### src/rtl/watch_btn_ctrl.sv
// Watch push-button front end: synchronises five raw buttons, qualifies presses by hold
// time, arbitrates by fixed priority and emits single-cycle command pulses and confirm LEDs.
module watch_btn_ctrl #(
  parameter int unsigned HOLD_CYCLES   = 15_000_000,
  parameter int unsigned REPEAT_CYCLES = 10_000_000,
  parameter bit          REPEAT_EN     = 1'b1
) (
  input  logic clk,
  input  logic reset,
  input  logic btn_clear,
  input  logic btn_mode,
  input  logic btn_shift,
  input  logic btn_inc,
  input  logic btn_ss,
  output logic cmd_clear,
  output logic cmd_mode,
  output logic cmd_shift,
  output logic cmd_inc,
  output logic cmd_ss,
  output logic mode_conf,
  output logic shift_conf,
  output logic busy
);

  typedef enum logic [1:0] {IDLE, QUAL, HELD, WAIT_REL} state_t;

  // Button index doubles as priority rank: lower index wins.
  localparam logic [2:0] IDX_MODE  = 3'd1;
  localparam logic [2:0] IDX_SHIFT = 3'd2;
  localparam logic [2:0] IDX_INC   = 3'd3;

  localparam logic [31:0] HOLD_LIM   = 32'(HOLD_CYCLES);
  localparam logic [31:0] REPEAT_LIM = 32'(REPEAT_CYCLES - 1);

  state_t      state;
  logic [4:0]  raw, s1, s2, cmd;
  logic [2:0]  owner, first_idx;
  logic [31:0] cnt;
  logic        own_high;

  assign raw      = {btn_ss, btn_inc, btn_shift, btn_mode, btn_clear};
  assign own_high = s2[owner];

  // NOTE: every always_comb output gets a default first so no path leaves it unassigned
  // and a latch can never be inferred.
  always_comb begin
    first_idx = 3'd0;
    for (int i = 4; i >= 0; i--) begin
      if (s2[i]) first_idx = 3'(i);
    end
  end

  // NOTE: all sequential state uses non-blocking assignments so every register samples
  // the pre-edge values, independent of statement order.
  always_ff @(posedge clk) begin
    if (!reset) begin
      s1         <= '0;
      s2         <= '0;
      cmd        <= '0;
      owner      <= '0;
      cnt        <= '0;
      state      <= IDLE;
      busy       <= 1'b0;
      mode_conf  <= 1'b0;
      shift_conf <= 1'b0;
    end else begin
      s1  <= raw;
      s2  <= s1;
      cmd <= '0;
      case (state)
        IDLE: begin
          if (|s2) begin
            owner <= first_idx;
            cnt   <= 32'd1;
            state <= QUAL;
            busy  <= 1'b1;
          end
        end
        QUAL: begin
          if (!own_high) begin
            cnt   <= '0;
            state <= IDLE;
            busy  <= 1'b0;
          end else if (cnt == HOLD_LIM) begin
            cmd   <= 5'b00001 << owner;
            cnt   <= '0;
            state <= HELD;
            if (owner == IDX_MODE)  mode_conf  <= 1'b1;
            if (owner == IDX_SHIFT) shift_conf <= 1'b1;
          end else begin
            cnt <= cnt + 32'd1;
          end
        end
        HELD: begin
          if (!own_high) begin
            state <= WAIT_REL;
          end else if (REPEAT_EN && owner == IDX_INC) begin
            // Pulse on the edge the count would reach the period, keeping exact spacing.
            if (cnt == REPEAT_LIM) begin
              cmd <= 5'b01000;
              cnt <= '0;
            end else begin
              cnt <= cnt + 32'd1;
            end
          end
        end
        WAIT_REL: begin
          if (s2 == 5'b0) begin
            cnt        <= '0;
            state      <= IDLE;
            busy       <= 1'b0;
            mode_conf  <= 1'b0;
            shift_conf <= 1'b0;
          end
        end
        default: state <= IDLE;
      endcase
    end
  end

  assign cmd_clear = cmd[0];
  assign cmd_mode  = cmd[1];
  assign cmd_shift = cmd[2];
  assign cmd_inc   = cmd[3];
  assign cmd_ss    = cmd[4];

endmodule
### config.mk
export PLATFORM = sky130hd
export DESIGN_NAME = watch_btn_ctrl
export DESIGN_NICKNAME = d
export VERILOG_FILES = /design/src/rtl/watch_btn_ctrl.sv
export SDC_FILE = /design/constraint.sdc
export NUM_CORES = 1
export LEC_CHECK = 0
export CAP_MARGIN = 20
export CORE_AREA = 2 2 78 80
export CTS_CLUSTER_SIZE = 16
export DETAILED_ROUTE_END_ITERATION = 8
export DIE_AREA = 0 0 80 82
export PLACE_DENSITY = 0.83
export RECOVER_POWER = 100
export SYNTH_ARGS = -nofsm -noshare
export SYNTH_HDL_FRONTEND = slang
export SYNTH_SLANG_ARGS = --single-unit
### constraint.sdc
create_clock -name clk -period 5.6 [get_ports clk]
set_clock_uncertainty 0.05 [all_clocks]
set_input_delay 1.12 -clock clk [delete_from_list [all_inputs] [get_ports clk]]
set_output_delay 1.12 -clock clk [all_outputs]
set_load 0.02 [all_outputs]
==> flow_results.xml <==
<?xml version="1.0" encoding="UTF-8"?>
<metrics>
  <group name="status">
    <metric name="outcome" unit="">finished clean</metric>
  </group>
  <group name="run">
    <metric name="max_capacitance_violation_total" unit="">0</metric>
  </group>
  <group name="timing">
    <metric name="tightest_slew" unit="ps">1400</metric>
    <metric name="finalMaxSlewViolations" unit="">0</metric>
    <metric name="fin_crit_sh" unit="">0.725</metric>
    <metric name="grt_setup_unrepaired" unit="">false</metric>
    <metric name="final_hold_viol_count" unit="">0</metric>
    <metric name="setup-tns-final" unit="ps">0</metric>
    <metric name="worst_rel_slew_slack" unit="">0.0676</metric>
    <metric name="max_clock_freq" unit="GHz">0.246</metric>
    <metric name="finalSetupViolations" unit="">0</metric>
    <metric name="min_period" unit="ps">4060</metric>
  </group>
  <group name="setup_path">
    <metric name="critical_path_required" unit="ps">5780</metric>
    <metric name="cp-startpoint" unit="">reset</metric>
    <metric name="critical_path.endpoint" unit="">cnt[10]</metric>
    <metric name="timing.critical_path.arrival" unit="ps">4240</metric>
    <metric name="worstReg2RegEnd" unit="">cnt[5]</metric>
    <metric name="r2r-start" unit="">cnt[0]</metric>
    <metric name="setup.worst_path.class" unit="">input pin to flop</metric>
    <metric name="r2r.worst_path.cells" unit="">9</metric>
    <metric name="worst_setup_path_end_kind" unit="">flop</metric>
    <metric name="r2r_slack" unit="ps">2250</metric>
    <metric name="cp-start-kind" unit="">input pin</metric>
    <metric name="critical_path.max_fanout" unit="">29</metric>
  </group>
  <group name="layout">
    <metric name="multi_input_gate_area_in_the_final_layout" unit="um^2">1780</metric>
    <metric name="antennaDiodeCount" unit="">0</metric>
    <metric name="synth_to_layout_area_growth" unit="%">6.99</metric>
    <metric name="nNetsFinal" unit="">382</metric>
    <metric name="sequential_cell_area" unit="um^2">1100</metric>
    <metric name="filler_cell_count" unit="">541</metric>
    <metric name="drive_above_1_share" unit="">0.0678</metric>
  </group>
  <group name="clock_tree">
    <metric name="tritoncts" unit="">done</metric>
    <metric name="clkSinkCount" unit="">55</metric>
    <metric name="cts_max_level" unit="">2</metric>
    <metric name="clock_tree.buffer_depth" unit="">2</metric>
    <metric name="clk_pin_slew_worst_paths" unit="ps">100</metric>
    <metric name="cts_made_buffers" unit="">5</metric>
    <metric name="clkLatencyLatePin" unit="ps">320</metric>
    <metric name="cts_hold_buf" unit="">0</metric>
    <metric name="postCtsResizedCells" unit="">0</metric>
    <metric name="ctsRootBufferMaster" unit="">sky130_fd_sc_hd__clkbuf_8</metric>
    <metric name="postCtsSetupBuffers" unit="">0</metric>
  </group>
  <group name="global_route">
    <metric name="grt-ovfl-total" unit="">0</metric>
    <metric name="largest_net_degree_at_the_start_of_global_routing" unit="">30</metric>
    <metric name="grt_pass1_wl" unit="mm">11.8</metric>
    <metric name="grt_use_total" unit="">0.224</metric>
    <metric name="grt_pass1_vias" unit="">2639</metric>
    <metric name="grt_antenna_before_repair" unit="">0</metric>
  </group>
  <group name="power">
    <metric name="total_power_divided_by_cell_area" unit="nW/um^2">222</metric>
    <metric name="power.ir.vdd_worst" unit="V">0.000118</metric>
    <metric name="power" unit="uW">729</metric>
    <metric name="p_leak" unit="nW">1.07</metric>
  </group>
  <group name="routing">
    <metric name="drt_pre_antenna_iters" unit="">5</metric>
    <metric name="postRouteAntennaNets" unit="">0</metric>
    <metric name="detail_route.vias_per_cell" unit="">6.45</metric>
    <metric name="drt_drc_violations_left" unit="">0</metric>
    <metric name="detailedRoute.firstIterationViolations" unit="">252</metric>
    <metric name="post_drt_wl_per_cell" unit="um">15.8</metric>
    <metric name="vias" unit="">2864</metric>
    <metric name="wl" unit="mm">7.03</metric>
  </group>
  <group name="synthesis">
    <metric name="synth_top_cells_by_count" unit="">55 x sky130_fd_sc_hd__dfxtp_1, 33 x sky130_fd_sc_hd__nand2_1, 27 x sky130_fd_sc_hd__a31oi_1</metric>
    <metric name="proportion_of_synthesized_flip_flops_having_asynchronous_set_or_reset" unit="">0</metric>
    <metric name="synth-edff-count" unit="">0</metric>
    <metric name="post_synth_inst_count" unit="">363</metric>
    <metric name="synthesis.nets" unit="">377</metric>
    <metric name="synth.top_cell.area_share" unit="">0.360</metric>
    <metric name="synth.largest_area_cell" unit="">sky130_fd_sc_hd__dfxtp_1</metric>
    <metric name="seq_area_frac_synth" unit="">0.360</metric>
    <metric name="syn_area" unit="um^2">3060</metric>
    <metric name="ys_types" unit="">60</metric>
    <metric name="postSynth.topFlopCell" unit="">sky130_fd_sc_hd__dfxtp_1</metric>
    <metric name="ys_seq_elements" unit="">55</metric>
    <metric name="synth_top_cells_by_area" unit="">sky130_fd_sc_hd__dfxtp_1 36%, sky130_fd_sc_hd__a31oi_1 5.5%, sky130_fd_sc_hd__nand2_1 4.0%, sky130_fd_sc_hd__nand3_1 3.8%, sky130_fd_sc_hd__a21oi_1 3.1%</metric>
    <metric name="synth_area_per_cell" unit="um^2">8.43</metric>
    <metric name="yosys_warnings" unit="">0</metric>
    <metric name="synth.most_common_cell" unit="">sky130_fd_sc_hd__dfxtp_1</metric>
  </group>
  <group name="placed_design">
    <metric name="numPortBuffers" unit="">14</metric>
    <metric name="placed_wire_length_estimate" unit="mm">4.91</metric>
    <metric name="globalplace.congestion" unit="">0.878</metric>
  </group>
  <group name="hold_path">
    <metric name="hold_path.class" unit="">flop to flop</metric>
  </group>
  <group name="floorplanning">
    <metric name="boundaryPins" unit="">15</metric>
    <metric name="floorplan.die_area" unit="um^2">6560</metric>
    <metric name="die_y" unit="um">82</metric>
    <metric name="fp-row-count" unit="">28</metric>
    <metric name="fp.dieW" unit="um">80</metric>
    <metric name="initial_utilization" unit="">0.533</metric>
    <metric name="core_area" unit="um^2">5750</metric>
  </group>
</metrics>
==> worst min path at each step <==
stage	cells after the start	to	slack, ps	startpoint
after floorplan	1	s2[0]	360	s1[0]
after global placement	1	s2[4]	370	s1[4]
after detailed placement	1	s2[3]	370	s1[3]
after CTS	1	s2[3]	400	s1[3]
after global routing	1	s2[3]	400	s1[3]
final	1	s2[3]	390	s1[3]
==> routing by layer <==
| layer | up-vias | share of wire | GRT usage |
|---|---|---|---|
| li1 | 1364 | - | - |
| met1 | 1357 | 0.43 | 0.279 |
| met2 | 123 | 0.47 | 0.382 |
| met3 | 20 | 0.068 | 0.0341 |
| met4 | 0 | 0.027 | 0.105 |
| met5 | - | 0 | 0 |
==> sequential cells by signal, indices dropped and copies added, names as in the netlist, named ones only <==
register    flops
busy            1
cmd             5
cnt            32
mode_conf       1
owner           3
s1              5
s2              5
shift_conf      1
state           1
==> kinds of logic after synthesis <==
logic type                 after synthesis  synth area share
AOI/OAI and AO/OA                       84             0.189
adders and majority gates                7            0.0286
buffers and inverters                   33            0.0540
DFF                                     55             0.360
muxes                                    8            0.0262
and+or+nand+nor                        176             0.343
==> cell usage in the layout, fill, tap and decap left out, types with 4 or more instances in the layout <==
master,synthesis,layout
sky130_fd_sc_hd__a21oi_1,19,19
sky130_fd_sc_hd__a31oi_1,27,27
sky130_fd_sc_hd__and2_1,12,9
sky130_fd_sc_hd__and3_1,9,9
sky130_fd_sc_hd__clkbuf_8,0,5
sky130_fd_sc_hd__clkdlybuf4s50_1,0,5
sky130_fd_sc_hd__dfxtp_1,55,55
sky130_fd_sc_hd__dlygate4sd3_1,0,9
sky130_fd_sc_hd__ha_1,7,7
sky130_fd_sc_hd__inv_1,14,14
sky130_fd_sc_hd__mux2i_1,8,8
sky130_fd_sc_hd__nand2_1,33,33
sky130_fd_sc_hd__nand2b_1,10,10
sky130_fd_sc_hd__nand3_1,23,23
sky130_fd_sc_hd__nand4_1,9,9
sky130_fd_sc_hd__nand4b_1,4,4
sky130_fd_sc_hd__nor2_1,22,22
sky130_fd_sc_hd__nor3_1,11,12
sky130_fd_sc_hd__nor4_1,7,7
sky130_fd_sc_hd__nor4b_1,5,5
sky130_fd_sc_hd__o21ai_0,8,11
==> power breakdown <==
| part | internal [mW] | switching, mW |
|---|---|---|
| Clock | 0.0899 | 0.135 |
| Combinational | 0.0345 | 0.0581 |
| Sequential | 0.401 | 0.00955 |
| Total | 0.525 | 0.203 |
==> critical path: stages <==
cell and delay [ps]:
sky130_fd_sc_hd__dlygate4sd3_1 860, sky130_fd_sc_hd__clkinv_1 410, sky130_fd_sc_hd__nor3_1 250, sky130_fd_sc_hd__o41ai_1 130
sky130_fd_sc_hd__o31ai_2 70, sky130_fd_sc_hd__clkbuf_1 920, sky130_fd_sc_hd__o21ai_0 250, sky130_fd_sc_hd__a31oi_1 240
==> metrics by stage <==
| step | instance area (um^2) | setup slack (ps) | cells | hold WS, ps | util |
|---|---|---|---|---|---|
| 6_report | 3270 | 1540 | 444 | 393 | 0.570 |
| 3_5_place_dp | 3210 | 2080 | 436 | 371 | 0.559 |
| 3_3_place_gp | 3210 | 2200 | 436 | 365 | 0.559 |
| 5_1_grt | 3270 | 1210 | 444 | 404 | 0.570 |
| 4_1_cts | 3300 | 2410 | 444 | 396 | 0.575 |
| 2_1_floorplan | 3060 | 3310 | 363 | 362 | - |
==> area by class of cell <==
class,count,area share
sequential,55,0.336
inverter,15,0.0172
multi-input combinational,275,0.545
timing repair buffer,16,0.0451
clock inverter,3,0.00688
clock buffer,5,0.0210
tap,75,0.0287
(Power assumes the default switching activity.)
